<file path="config.mk">
export PLATFORM = sky130hd
export DESIGN_NAME = measure_control
export DESIGN_NICKNAME = d
export VERILOG_FILES = /design/src/rtl/measure_control.sv
export SDC_FILE = /design/constraint.sdc
export NUM_CORES = 1
export LEC_CHECK = 0
export CAP_MARGIN = 5
export CORE_ASPECT_RATIO = 2
export CORE_MARGIN = 2
export CORE_UTILIZATION = 57
export CTS_CLUSTER_SIZE = 28
export DETAILED_ROUTE_END_ITERATION = 6
export PLACE_DENSITY = 0.86
export SYNTH_ARGS = -nofsm -noshare
export SYNTH_HDL_FRONTEND = slang
export SYNTH_SLANG_ARGS = --single-unit
</file>
<file path="constraint.sdc">
create_clock -name clock -period 2.81 [get_ports clock]
set_input_delay 0.843 -clock clock [delete_from_list [all_inputs] [get_ports clock]]
set_output_delay 0.843 -clock clock [all_outputs]
set_load 0.02 [all_outputs]
</file>
<file path="src/rtl/measure_control.sv">
// Latency-measurement sequencer: arms on enable, times start_trigger to
// sensor_trigger, enforces a timeout and a hold-off, and tracks the
// position within the averaging window.
//
// Optional feature: define MEASURE_CONTROL_STATS_EN to build the
// saturating timeout_count; otherwise timeout_count is tied to 0.
//
// Ports:
//   clock, reset        rising-edge clock, synchronous active-high reset
//   enable              level; measurement runs only while high
//   start_trigger       pulse, test pattern started
//   sensor_trigger      pulse, photo sensor edge seen
//   config_changed      pulse, resolution changed
//   counter_clear       pulse, zero the latency counter
//   counter_enable      level, latency counter runs (MEASURE only)
//   sample_latch        pulse, store counter as current sample
//   avg_strobe          pulse, averaging window complete
//   accum_clear         pulse, clear min/max/avg accumulators
//   timeout             pulse, missed sample
//   state               IDLE=0 ARMED=1 MEASURE=2 HOLDOFF=3
//   sample_index        position within the averaging window
//   timeout_count       saturating count of missed samples
module measure_control #(
  parameter logic [23:0] TIMEOUT_CYCLES   = 24'd8_000_000,
  parameter logic [15:0] HOLDOFF_CYCLES   = 16'd1000,
  parameter int          AVG_SAMPLES_LOG2 = 4
) (
  input  logic       clock,
  input  logic       reset,
  input  logic       enable,
  input  logic       start_trigger,
  input  logic       sensor_trigger,
  input  logic       config_changed,
  output logic       counter_clear,
  output logic       counter_enable,
  output logic       sample_latch,
  output logic       avg_strobe,
  output logic       accum_clear,
  output logic       timeout,
  output logic [1:0] state,
  output logic [3:0] sample_index,
  output logic [7:0] timeout_count
);

  localparam logic [1:0] IDLE    = 2'd0;
  localparam logic [1:0] ARMED   = 2'd1;
  localparam logic [1:0] MEASURE = 2'd2;
  localparam logic [1:0] HOLDOFF = 2'd3;

  localparam logic [3:0] IDX_LAST =
    4'((1 << AVG_SAMPLES_LOG2) - 1);

  logic [1:0]  state_d;
  logic [23:0] tcnt_q, tcnt_d;
  logic [15:0] hcnt_q, hcnt_d;
  logic [3:0]  sidx_d;
  logic        init_q;
  logic        clr_d, cen_d, lat_d;
  logic        avg_d, aclr_d, tout_d;

  logic run, idx_last, tmo_hit, hold_done;

  // Normal transitions apply only when neither config_changed
  // nor a low enable takes priority.
  assign run       = !config_changed && enable;
  assign idx_last  = (sample_index == IDX_LAST);
  assign tmo_hit   = (tcnt_q == TIMEOUT_CYCLES - 24'd1);
  assign hold_done = (hcnt_q == HOLDOFF_CYCLES - 16'd1);

  always_ff @(posedge clock) begin
    if (reset) begin
      state          <= IDLE;
      tcnt_q         <= '0;
      hcnt_q         <= '0;
      sample_index   <= '0;
      init_q         <= 1'b1;
      counter_clear  <= 1'b0;
      counter_enable <= 1'b0;
      sample_latch   <= 1'b0;
      avg_strobe     <= 1'b0;
      accum_clear    <= 1'b0;
      timeout        <= 1'b0;
    end else begin
      state          <= state_d;
      tcnt_q         <= tcnt_d;
      hcnt_q         <= hcnt_d;
      sample_index   <= sidx_d;
      init_q         <= 1'b0;
      counter_clear  <= clr_d;
      counter_enable <= cen_d;
      sample_latch   <= lat_d;
      avg_strobe     <= avg_d;
      accum_clear    <= aclr_d;
      timeout        <= tout_d;
    end
  end

  always_comb begin
    state_d = state;
    tcnt_d  = tcnt_q;
    hcnt_d  = hcnt_q;
    sidx_d  = sample_index;
    if (config_changed) begin
      state_d = enable ? ARMED : IDLE;
      tcnt_d  = '0;
      hcnt_d  = '0;
      sidx_d  = '0;
    end else if (!enable) begin
      state_d = IDLE;
    end else begin
      unique case (state)
        IDLE: state_d = ARMED;
        ARMED: begin
          if (start_trigger) begin
            state_d = MEASURE;
            tcnt_d  = '0;
          end
        end
        MEASURE: begin
          if (sensor_trigger) begin
            state_d = HOLDOFF;
            hcnt_d  = '0;
            sidx_d  = idx_last ? 4'd0
                               : sample_index + 4'd1;
          end else if (tmo_hit) begin
            state_d = HOLDOFF;
            hcnt_d  = '0;
          end else begin
            tcnt_d = tcnt_q + 24'd1;
          end
        end
        HOLDOFF: begin
          if (hold_done) state_d = ARMED;
          else           hcnt_d  = hcnt_q + 16'd1;
        end
        default: state_d = IDLE;
      endcase
    end
  end

  always_comb begin
    clr_d  = 1'b0;
    lat_d  = 1'b0;
    avg_d  = 1'b0;
    tout_d = 1'b0;
    cen_d  = (state_d == MEASURE);
    // init_q carries the post-reset accumulator clear.
    aclr_d = init_q || config_changed;
    if (run) begin
      unique case (state)
        ARMED: clr_d = start_trigger;
        MEASURE: begin
          lat_d  = sensor_trigger;
          avg_d  = sensor_trigger && idx_last;
          tout_d = !sensor_trigger && tmo_hit;
        end
        default: ;
      endcase
    end
  end

`ifdef MEASURE_CONTROL_STATS_EN
  logic [7:0] tocnt_q;

  always_ff @(posedge clock) begin
    if (reset || config_changed) begin
      tocnt_q <= '0;
    end else if (tout_d && tocnt_q != 8'hff) begin
      tocnt_q <= tocnt_q + 8'd1;
    end
  end

  assign timeout_count = tocnt_q;
`else
  assign timeout_count = 8'd0;
`endif

endmodule
</file>
Yosys cells after proc, flatten, opt, wreduce, memory -nomap -nowiden:

Cells that the tools add are included.

* flip-flop bits (word level): 53
* bits in latches: 0
* memory bits (writable): 0
* bits in read-only memories: 0
* input port bits: 6
* output and inout bits: 20
* logic and storage cells: 62
* memories kept: 0

* $add $sub $neg: 3
* multiply operators: 0
* divide/modulo/power cells: 0
* order comparisons: 0
* equality and inequality tests: 12
* shift operators: 0
* muxes and demuxes: 18
* bitwise operators: 3
* reduce and logical (&&, ||, !) cells: 15

Operators with widths (count)
* 24-bit 2-to-1 mux: 3
* 16-bit 2-to-1 mux: 3
* 24-bit case mux with 2 select lines: 1
* 16-bit case mux with 2 select lines: 1
* 24-bit by 1-bit adder with 24-bit output (second input constant): 1
* 24-bit by 23-bit == test with 1-bit output (second input constant): 1
* 16-bit by 1-bit adder with 16-bit output (second input constant): 1
* 16-bit by 10-bit == test with 1-bit output (second input constant): 1
* 2-bit 2-to-1 mux: 6
* 2-bit != test (second input constant): 4
* 2-bit case mux with 4 select lines: 1
* 2-bit == test (second input constant): 3
* 3-bit OR reduction: 2
* 5-bit AND reduction: 1
* 4-bit by 1-bit adder with 4-bit output (second input constant): 1
* 4-bit == test (second input constant): 1
* 4-bit 2-to-1 mux: 1
* 4-bit AND reduction: 1
* 2-bit nonzero test: 2
* 1-bit logical AND: 3
* 3-bit != test (second input constant): 1
* 1-bit NOT: 3
* 3-bit AND reduction: 1
* 2-bit by 1-bit == test with 1-bit output (second input constant): 1
* 5 further kinds: 7

Longest topological paths before layout:

Gate-level depths: netlist of run 1.

* depth in word-level cells: 7
* gate-level depth with buffers: 8
* mapped depth without buffers: 6

Worst setup path before layout of run 1:

OpenSTA, ideal clock, no wires.

* path kind: input port to flip-flop
* start point: in enable
* end point: reg hcnt_q[6]
* library setup time: 70 ps
* data arrival time: 2272 ps
* slack: 469 ps
* stages on the path: 6
* path buffers: 2
* cells stage by stage: clkbuf_1 -> inv_1 -> or2_2 -> clkbuf_1 -> or4_1 -> a21oi_1

* word-level cells in the longest chain between the ends: 1

RTL lines
* start: declaration: RTL line 30 `input logic enable,`
* 4-bit AND reduction (no source line)
* end signal: assignment: RTL line 86 `hcnt_q <= hcnt_d;`
* end: declaration: RTL line 55 `logic [15:0] hcnt_q, hcnt_d;`

No other way between the ends.
A chain may end at the register's enable or synchronous reset.

Final worst setup path of run 1:

* start point: in enable
* end point: reg hcnt_q[7]

The elaborated chain is that of the path after synthesis.

==> results of run 1 <==
## cells by family after synthesis
group,after synthesis,share of synthesized area
other,1,0.00138
muxes,1,0.00368
DFF,53,0.390
buffers and inverters,34,0.0625
xor gates and xnor gates,13,0.0418
AOI/OAI and AO/OA,72,0.169
adders and majority gates,3,0.0138
and+or+nand+nor,148,0.318
## cells in the final DEF (no fill, tap or decap), types with 5 or more instances in the layout
| cell type | synthesis | layout |
|---|---|---|
| o31ai_1 | 13 | 13 |
| nor3_1 | 11 | 11 |
| or4_1 | 14 | 14 |
| nand3_1 | 17 | 17 |
| nor2_1 | 25 | 25 |
| clkbuf_8 | 0 | 5 |
| or3_1 | 10 | 10 |
| conb_1 | 1 | 8 |
| clkdlybuf4s50_1 | 0 | 17 |
| nand2_1 | 24 | 24 |
| o21ai_0 | 10 | 9 |
| and3_1 | 9 | 9 |
| o211ai_1 | 5 | 5 |
| inv_1 | 12 | 12 |
| xnor2_1 | 12 | 12 |
| nand4_1 | 10 | 10 |
| a21oi_1 | 29 | 29 |
| buf_4 | 8 | 11 |
| dfxtp_1 | 53 | 53 |
## cell usage after synthesis, types with 5 or more instances
cell type	n	area share
o211ai_1	5	0.014
o21ai_0	10	0.018
and3_1	9	0.021
or4_1	14	0.039
dfxtp_1	53	0.39
xnor2_1	12	0.039
nand4_1	10	0.023
a21oi_1	29	0.053
or3_1	10	0.023
clkbuf_1	9	0.012
inv_1	12	0.017
o31ai_1	13	0.036
nand3_1	17	0.031
buf_4	8	0.022
nor2_1	25	0.034
nor3_1	11	0.020
nand2_1	24	0.033
## worst max-delay path, stage by stage
cell and delay [ns]:
clkdlybuf4s50_1 0.60, inv_1 0.08, or2_2 0.46, or4_1 0.52
a21oi_1 0.15
## flip-flops by register name (all words and copies together), names as in the netlist
signal	flops
accum_clear	1
avg_strobe	1
counter_clear	1
counter_enable	1
hcnt_q	16
init_q	1
sample_index	4
sample_latch	1
state	2
tcnt_q	24
timeout	1
## layer usage
layer | part of all wire | vias up | GRT usage
met4 | 0.052 | 0 | 0.170
met2 | 0.56 | 47 | 0.484
met3 | 0.019 | 26 | 0.0354
met1 | 0.37 | 1180 | 0.244
met5 | 0 | - | 0
li1 | - | 1228 | -
## power by group
part	total [mW]	internal (mW)	switching, mW
Sequential	0.756	0.753	0.00268
Clock	0.506	0.259	0.247
Combinational	0.0587	0.0191	0.0396
## through the flow
step / cells / area, um^2 / util / setup WS (ns) / hold WS [ns]
floorplan: 332 / 2750 / - / 0.469 / 0.411
global placement: 393 / 2950 / 0.641 / 0.129 / 0.426
detailed placement: 393 / 2950 / 0.641 / 0.0684 / 0.428
CTS: 400 / 3050 / 0.663 / 0.397 / 0.461
global route: 400 / 3050 / 0.663 / 0.216 / 0.480
finish: 400 / 3050 / 0.663 / 0.393 / 0.452
## final cells by class
class / count / area share
clock inverter: 2 / 0.0115
sequential: 53 / 0.348
inverter: 12 / 0.0148
timing repair buffer: 28 / 0.0829
clock buffer: 5 / 0.0226
multi-input combinational: 245 / 0.498
tap: 55 / 0.0226
## how the worst max path moves through the flow
stage          depth (start not counted)                     end           start  slack, ns
4_1_cts                                5  hcnt_q[9]$_SDFFE_PP0P_          enable       0.40
6_report                               5  hcnt_q[7]$_SDFFE_PP0P_          enable       0.39
5_1_grt                                6  tcnt_q[9]$_SDFFE_PP0P_  sensor_trigger       0.22
2_1_floorplan                          6  hcnt_q[6]$_SDFFE_PP0P_          enable       0.47
3_3_place_gp                           5  hcnt_q[9]$_SDFFE_PP0P_          enable       0.13
3_5_place_dp                           5  hcnt_q[9]$_SDFFE_PP0P_          enable       0.07
==> impl_metrics.sql, run 1 <==
INSERT INTO impl_metrics (metric_group, metric, value, unit) VALUES
('worst_setup_path', 'timing.critical_path.arrival', '2.66', 'ns'),
('grt', 'groute.usage.overall', '0.258', ''),
('grt', 'maximum_number_of_pins_on_one_net_before_global_route_repair', '29', ''),
('logic_synthesis', 'syn_inst', '325', ''),
('place', 'gp_congestion', '0.882', ''),
('grt', 'grt_pass1_vias', '2405', ''),
('place', 'total_of_buffers_placed_on_input_and_output_ports', '17', ''),
('min_path', 'worstHoldEndpoint', 'accum_clear$_SDFF_PP0_', ''),
('worst_setup_path', 'worst_r2r_endpoint', 'hcnt_q[7]$_SDFFE_PP0P_', ''),
('logic_synthesis', 'ys.warnings.count', '0', ''),
('timing', 'finalHoldViolations', '0', ''),
('die', 'start_util', '0.592', ''),
('clock_network', 'cts.clk_slew.worst_paths', '0.09', 'ns'),
('logic_synthesis', 'synth_edf_count', '0', ''),
('final_layout', 'fillerInstances', '410', ''),
('grt', 'first_pass_grt_wire_length', '10400', 'um'),
('die', 'dieHeight', '102', 'um'),
('clock_network', 'clkLatencyLatePin', '0.31', 'ns'),
('worst_setup_path', 'r2r.worst_path.cells', '5', ''),
('pwr', 'irDropWorstVdd', '0.000382', 'V'),
('detailed_routing', 'routed-via-count', '2481', ''),
('flow_run', 'drv.max_cap_violation_count', '0', ''),
('detailed_routing', 'routed_wirelength', '6250', 'um'),
('final_layout', 'nNetsFinal', '354', ''),
('pwr', 'power_density', '433', 'nW/um^2'),
('clock_network', 'cts.path.max_buffers', '2', ''),
('die', 'placement_rows', '35', ''),
('die', 'die_area', '5380', 'um^2'),
('worst_setup_path', 'critical_path_peak_fanout', '21', ''),
('timing', 'tightestPinTransition', '0.629', 'ns'),
('clock_network', 'post_cts.repair.setup_buffers', '0', ''),
('timing', 'post-route-min-period', '2.42', 'ns'),
('worst_setup_path', 'criticalPathCategory', 'in -> reg', ''),
('timing', 'slew_violations', '0', ''),
('logic_synthesis', 'synth.cell_area', '2720', 'um^2'),
('final_layout', 'ratio_of_cells_with_drive_above_1_in_the_final_layout', '0.0928', ''),
('logic_synthesis', 'ys_dominant_reg_cell', 'dfxtp_1', ''),
('final_layout', 'area_delta_synth_final', '12.0', '%'),
('final_layout', 'antenna_cells_inserted', '0', ''),
('logic_synthesis', 'synth-seq-area-share', '0.390', ''),
('detailed_routing', 'ant_nets', '0', ''),
('die', 'i_o_pins', '26', ''),
('pwr', 'total_power', '1.32', 'mW'),
('worst_setup_path', 'worst-endpoint-required', '3.05', 'ns'),
('logic_synthesis', 'yosys.cell_types.count', '50', ''),
('clock_network', 'tritoncts.num_buffers', '5', ''),
('place', 'dpl_wire_length', '4750', 'um'),
('timing', 'grt_setup_unrepaired', 'false', ''),
('logic_synthesis', 'synth-seq-cells', '53', ''),
('grt', 'overflow', '0', ''),
('clock_network', 'post_cts.resized_instances', '0', ''),
('worst_setup_path', 'timing.critical_path.from_type', 'input pin', ''),
('timing', 'setup_viol', '0', ''),
('pwr', 'p_leak', '0.946', 'nW'),
('timing', 'max_freq', '0.414', 'GHz'),
('clock_network', 'h-tree-depth', '2', ''),
('logic_synthesis', 'synthesis.area_per_instance', '8.38', 'um^2'),
('grt', 'antenna_violations_before_repair', '0', ''),
('timing', 'slew_headroom', '0.580', ''),
('worst_setup_path', 'timing.reg2reg.setup_slack', '0.50', 'ns'),
('final_layout', 'ff_latch_area', '1060', 'um^2'),
('min_path', 'worstHoldPathType', 'reg -> reg', ''),
('clock_network', 'cts_sinks', '53', ''),
('detailed_routing', 'first_pass_iters', '4', ''),
('min_path', 'worstHoldStart', 'init_q$_DFF_P_', ''),
('detailed_routing', 'drt_iter0_markers', '77', ''),
('detailed_routing', 'drcViolationCount', '0', ''),
('logic_synthesis', 'asyncSetResetFlopFracSynth', '0', ''),
('detailed_routing', 'average_wire_per_standard_cell', '15.6', 'um'),
('clock_network', 'cts_hold_buf', '0', ''),
('clock_network', 'cts.root.buffer_cell', 'clkbuf_8', ''),
('timing', 'tns', '0', 'ns'),
('die', 'die_x', '52.9', 'um'),
('worst_setup_path', 'worstSetupEndpointType', 'register', ''),
('clock_network', 'cts_tree', 'built', ''),
('min_path', 'min_delay_path_depth', '2', ''),
('status', 'outcome', 'finished clean', ''),
('detailed_routing', 'detailed_route_vias_per_instance', '6.20', ''),
('final_layout', 'multi_input_area', '1520', 'um^2'),
('die', 'core_area', '4600', 'um^2'),
('timing', 'final_period_util', '0.860', ''),
('worst_setup_path', 'regToRegStartpoint', 'tcnt_q[14]$_SDFFE_PP0P_', ''),
('timing', 'fin_worst_skew', '0.0131', 'ns');
Power figures use the tool's default switching activity.
==> inputs of run 2 (changes only) <==
--- a/config.mk
+++ b/config.mk
@@ -12,6 +12,7 @@
 export CTS_CLUSTER_SIZE = 28
 export DETAILED_ROUTE_END_ITERATION = 6
 export PLACE_DENSITY = 0.86
+export SETUP_SLACK_MARGIN = 0.02
 export SYNTH_ARGS = -nofsm -noshare
 export SYNTH_HDL_FRONTEND = slang
 export SYNTH_SLANG_ARGS = --single-unit
==> constraint.sdc (replaced) <==
create_clock -name clock -period 2.81 [get_ports clock]
set_input_delay 0.843 -clock clock [delete_from_list [all_inputs] [get_ports clock]]
set_output_delay 0.843 -clock clock [all_outputs]
set_load 0.05 [all_outputs]
==> results of run 2 <==
The final DEF is identical to that of run 1. Status: finished clean.
Among the figures that moved: setup slack after layout 0.393 ns -> 0.321 ns; start point of the critical path enable -> state[0]$_SDFF_PP0_; end point of the critical path hcnt_q[7]$_SDFFE_PP0P_ -> state[0]; total power 1.32 mW -> 1.34 mW
==> inputs of run 3 (changes only) <==
--- a/config.mk
+++ b/config.mk
@@ -7,7 +7,7 @@
 export LEC_CHECK = 0
 export CAP_MARGIN = 5
 export CORE_ASPECT_RATIO = 2
-export CORE_MARGIN = 2
+export CORE_MARGIN = 3
 export CORE_UTILIZATION = 57
 export CTS_CLUSTER_SIZE = 28
 export DETAILED_ROUTE_END_ITERATION = 6
==> run 3 against run 2 <==
Maximum frequency decreased by 0.99%. Sequential share of layout area decreased by 0.057 points. Hold slack got worse by 0.0067 ns. Non-clock buffer count decreased by 1. Clock power increased by 4.3%. Critical path depth unchanged. Cell count unchanged. Clock skew decreased by 0.0036 ns. Utilization increased by 0.11 points.
==> impl_metrics.sql, run 3 (same netlist as run 1, synthesis figures left out) <==
INSERT INTO impl_metrics (metric_group, metric, value, unit) VALUES
('grt', 'first_pass_grt_wire_length', '10600', 'um'),
('timing', 'timing.hold.ws', '0.445', 'ns'),
('grt', 'maximum_number_of_pins_on_one_net_before_global_route_repair', '29', ''),
('timing', 'slew_headroom', '0.574', ''),
('place', 'total_of_buffers_placed_on_input_and_output_ports', '17', ''),
('flow_run', 'drv.max_cap_violation_count', '0', ''),
('final_layout', 'mostFrequentLayoutCells', '53 x dfxtp_1, 29 x a21oi_1, 25 x nor2_1', ''),
('status', 'outcome', 'finished clean', ''),
('worst_setup_path', 'crit_chain', 'clkdlybuf4s50_1', ''),
('die', 'die_x', '54.9', 'um'),
('die', 'dieHeight', '104', 'um'),
('detailed_routing', 'drcViolationCount', '0', ''),
('clock_network', 'cts_sinks', '53', ''),
('detailed_routing', 'first_pass_iters', '4', ''),
('final_layout', 'largest_register_ffs', '24', ''),
('detailed_routing', 'ant_nets', '0', ''),
('grt', 'groute.usage.overall', '0.244', ''),
('worst_setup_path', 'worstSetupStartpoint', 'state[0]$_SDFF_PP0_', ''),
('die', 'die_area', '5690', 'um^2'),
('timing', 'setup_slack', '0.297', 'ns'),
('min_path', 'worstHoldPathType', 'reg -> reg', ''),
('final_layout', 'fillerInstances', '408', ''),
('final_layout', 'largest-register', 'tcnt_q', ''),
('clock_network', 'cts_tree', 'built', ''),
('timing', 'tightestPinTransition', '0.637', 'ns'),
('worst_setup_path', 'worstPathBufferInverterCount', '1', ''),
('place', 'dpl_wire_length', '4640', 'um'),
('timing', 'setup_viol', '0', ''),
('timing', 'fin_worst_skew', '0.00947', 'ns'),
('worst_setup_path', 'criticalPathCategory', 'reg -> out', ''),
('worst_setup_path', 'timing.critical_path.from_type', 'register', ''),
('timing', 'tns', '0', 'ns'),
('timing', 'post-route-min-period', '2.51', 'ns'),
('die', 'placement_rows', '35', ''),
('worst_setup_path', 'worstSetupEndpointType', 'output pin', ''),
('worst_setup_path', 'critical_path_peak_fanout', '7', ''),
('die', 'i_o_pins', '26', ''),
('worst_setup_path', 'cp_top_family', 'buffers and inverters', ''),
('final_layout', 'ratio_of_cells_with_drive_above_1_in_the_final_layout', '0.0899', ''),
('pwr', 'irDropWorstVdd', '0.000384', 'V'),
('min_path', 'worstHoldStart', 'init_q$_DFF_P_', ''),
('clock_network', 'clkLatencyLatePin', '0.30', 'ns'),
('clock_network', 'cts.root.buffer_cell', 'clkbuf_8', ''),
('die', 'core_area', '4600', 'um^2'),
('pwr', 'power_density', '446', 'nW/um^2'),
('detailed_routing', 'average_wire_per_standard_cell', '15.6', 'um'),
('timing', 'finalHoldViolations', '0', ''),
('timing', 'final_period_util', '0.894', ''),
('grt', 'grt_pass1_vias', '2460', ''),
('worst_setup_path', 'worst_path_max_delay_cell', 'clkdlybuf4s50_1', ''),
('detailed_routing', 'drt_iter0_markers', '88', ''),
('place', 'placed_cells_incl_taps', '392', ''),
('clock_network', 'tritoncts.num_buffers', '5', ''),
('clock_network', 'post_cts.repair.setup_buffers', '0', ''),
('final_layout', 'nNetsFinal', '353', ''),
('timing', 'grt_setup_unrepaired', 'false', ''),
('worst_setup_path', 'delay_of_the_slowest_cell_on_the_worst_path', '0.86', 'ns'),
('final_layout', 'area_delta_synth_final', '12.2', '%'),
('detailed_routing', 'routed-via-count', '2514', ''),
('die', 'start_util', '0.592', ''),
('final_layout', 'final_cell_count_no_fill', '400', ''),
('final_layout', 'antenna_cells_inserted', '0', ''),
('clock_network', 'post_cts.resized_instances', '0', ''),
('pwr', 'p_leak', '0.945', 'nW'),
('clock_network', 'cts_hold_buf', '0', ''),
('place', 'pre_cts_slack', '0.0268', 'ns'),
('worst_setup_path', 'regToRegStartpoint', 'tcnt_q[14]$_SDFFE_PP0P_', ''),
('final_layout', 'final_cell_utilization_of_the_core', '0.664', ''),
('timing', 'slew_violations', '0', ''),
('grt', 'overflow', '0', ''),
('worst_setup_path', 'timing.critical_path.arrival', '1.67', 'ns'),
('detailed_routing', 'routed_wirelength', '6260', 'um'),
('clock_network', 'cts.clk_slew.worst_paths', '0.09', 'ns'),
('grt', 'antenna_violations_before_repair', '0', ''),
('final_layout', 'commonest_non_fill_non_tap_cell_in_the_layout', 'dfxtp_1', ''),
('detailed_routing', 'detailed_route_vias_per_instance', '6.29', ''),
('place', 'gp_congestion', '0.774', ''),
('timing', 'max_freq', '0.398', 'GHz'),
('worst_setup_path', 'worst-endpoint-required', '1.97', 'ns'),
('clock_network', 'cts.path.max_buffers', '2', ''),
('final_layout', 'reg_top3', 'tcnt_q x24, hcnt_q x16, sample_index x4', ''),
('clock_network', 'h-tree-depth', '2', '');
==> run 3: where the power goes <==
group          total [mW]  internal [mW]  switching, mW
clock               0.528          0.291          0.238
sequential          0.756          0.753        0.00280
combinational      0.0775         0.0190         0.0585
total                1.36           1.06          0.299
==> run 3: worst paths after layout <==
| path | end | slack, ns | cells past startpoint |
|---|---|---|---|
| setup reg to reg | hcnt_q[14]$_SDFFE_PP0P_ | 0.49 | 5 |
| hold reg to reg | accum_clear$_SDFF_PP0_ | 0.45 | 2 |
| hold / removal | accum_clear$_SDFF_PP0_ | 0.45 | 2 |
| setup / recovery | state[0] | 0.30 | 1 |
==> run 3: area by class of cell <==
cell class | instances | area (um^2) | share of cell area
Sequential cell | 53 | 1060 | 0.347
Multi-Input combinational cell | 245 | 1520 | 0.497
Clock buffer | 7 | 86.3 | 0.0283
Inverter | 12 | 45.0 | 0.0147
Clock inverter | 1 | 30.0 | 0.00983
Tap cell | 55 | 68.8 | 0.0225
Timing Repair Buffer | 27 | 245 | 0.0803
==> run 3: per-stage QoR <==
stage	instance area, um^2	power (mW)
after global routing	3050	1.40
final	3050	1.36
after CTS	3050	1.37
after global placement	2940	0.850
after floorplan	2750	0.834
after detailed placement	2940	0.851
==> run 3: per-layer routing <==
| layer | share of wire | routed length, um | track usage |
|---|---|---|---|
| met1 | 0.37 | 2290 | 0.242 |
| met2 | 0.56 | 3500 | 0.422 |
| met3 | 0.029 | 179 | 0.0518 |
| met4 | 0.045 | 284 | 0.150 |
| met5 | 0 | 0 | 0 |
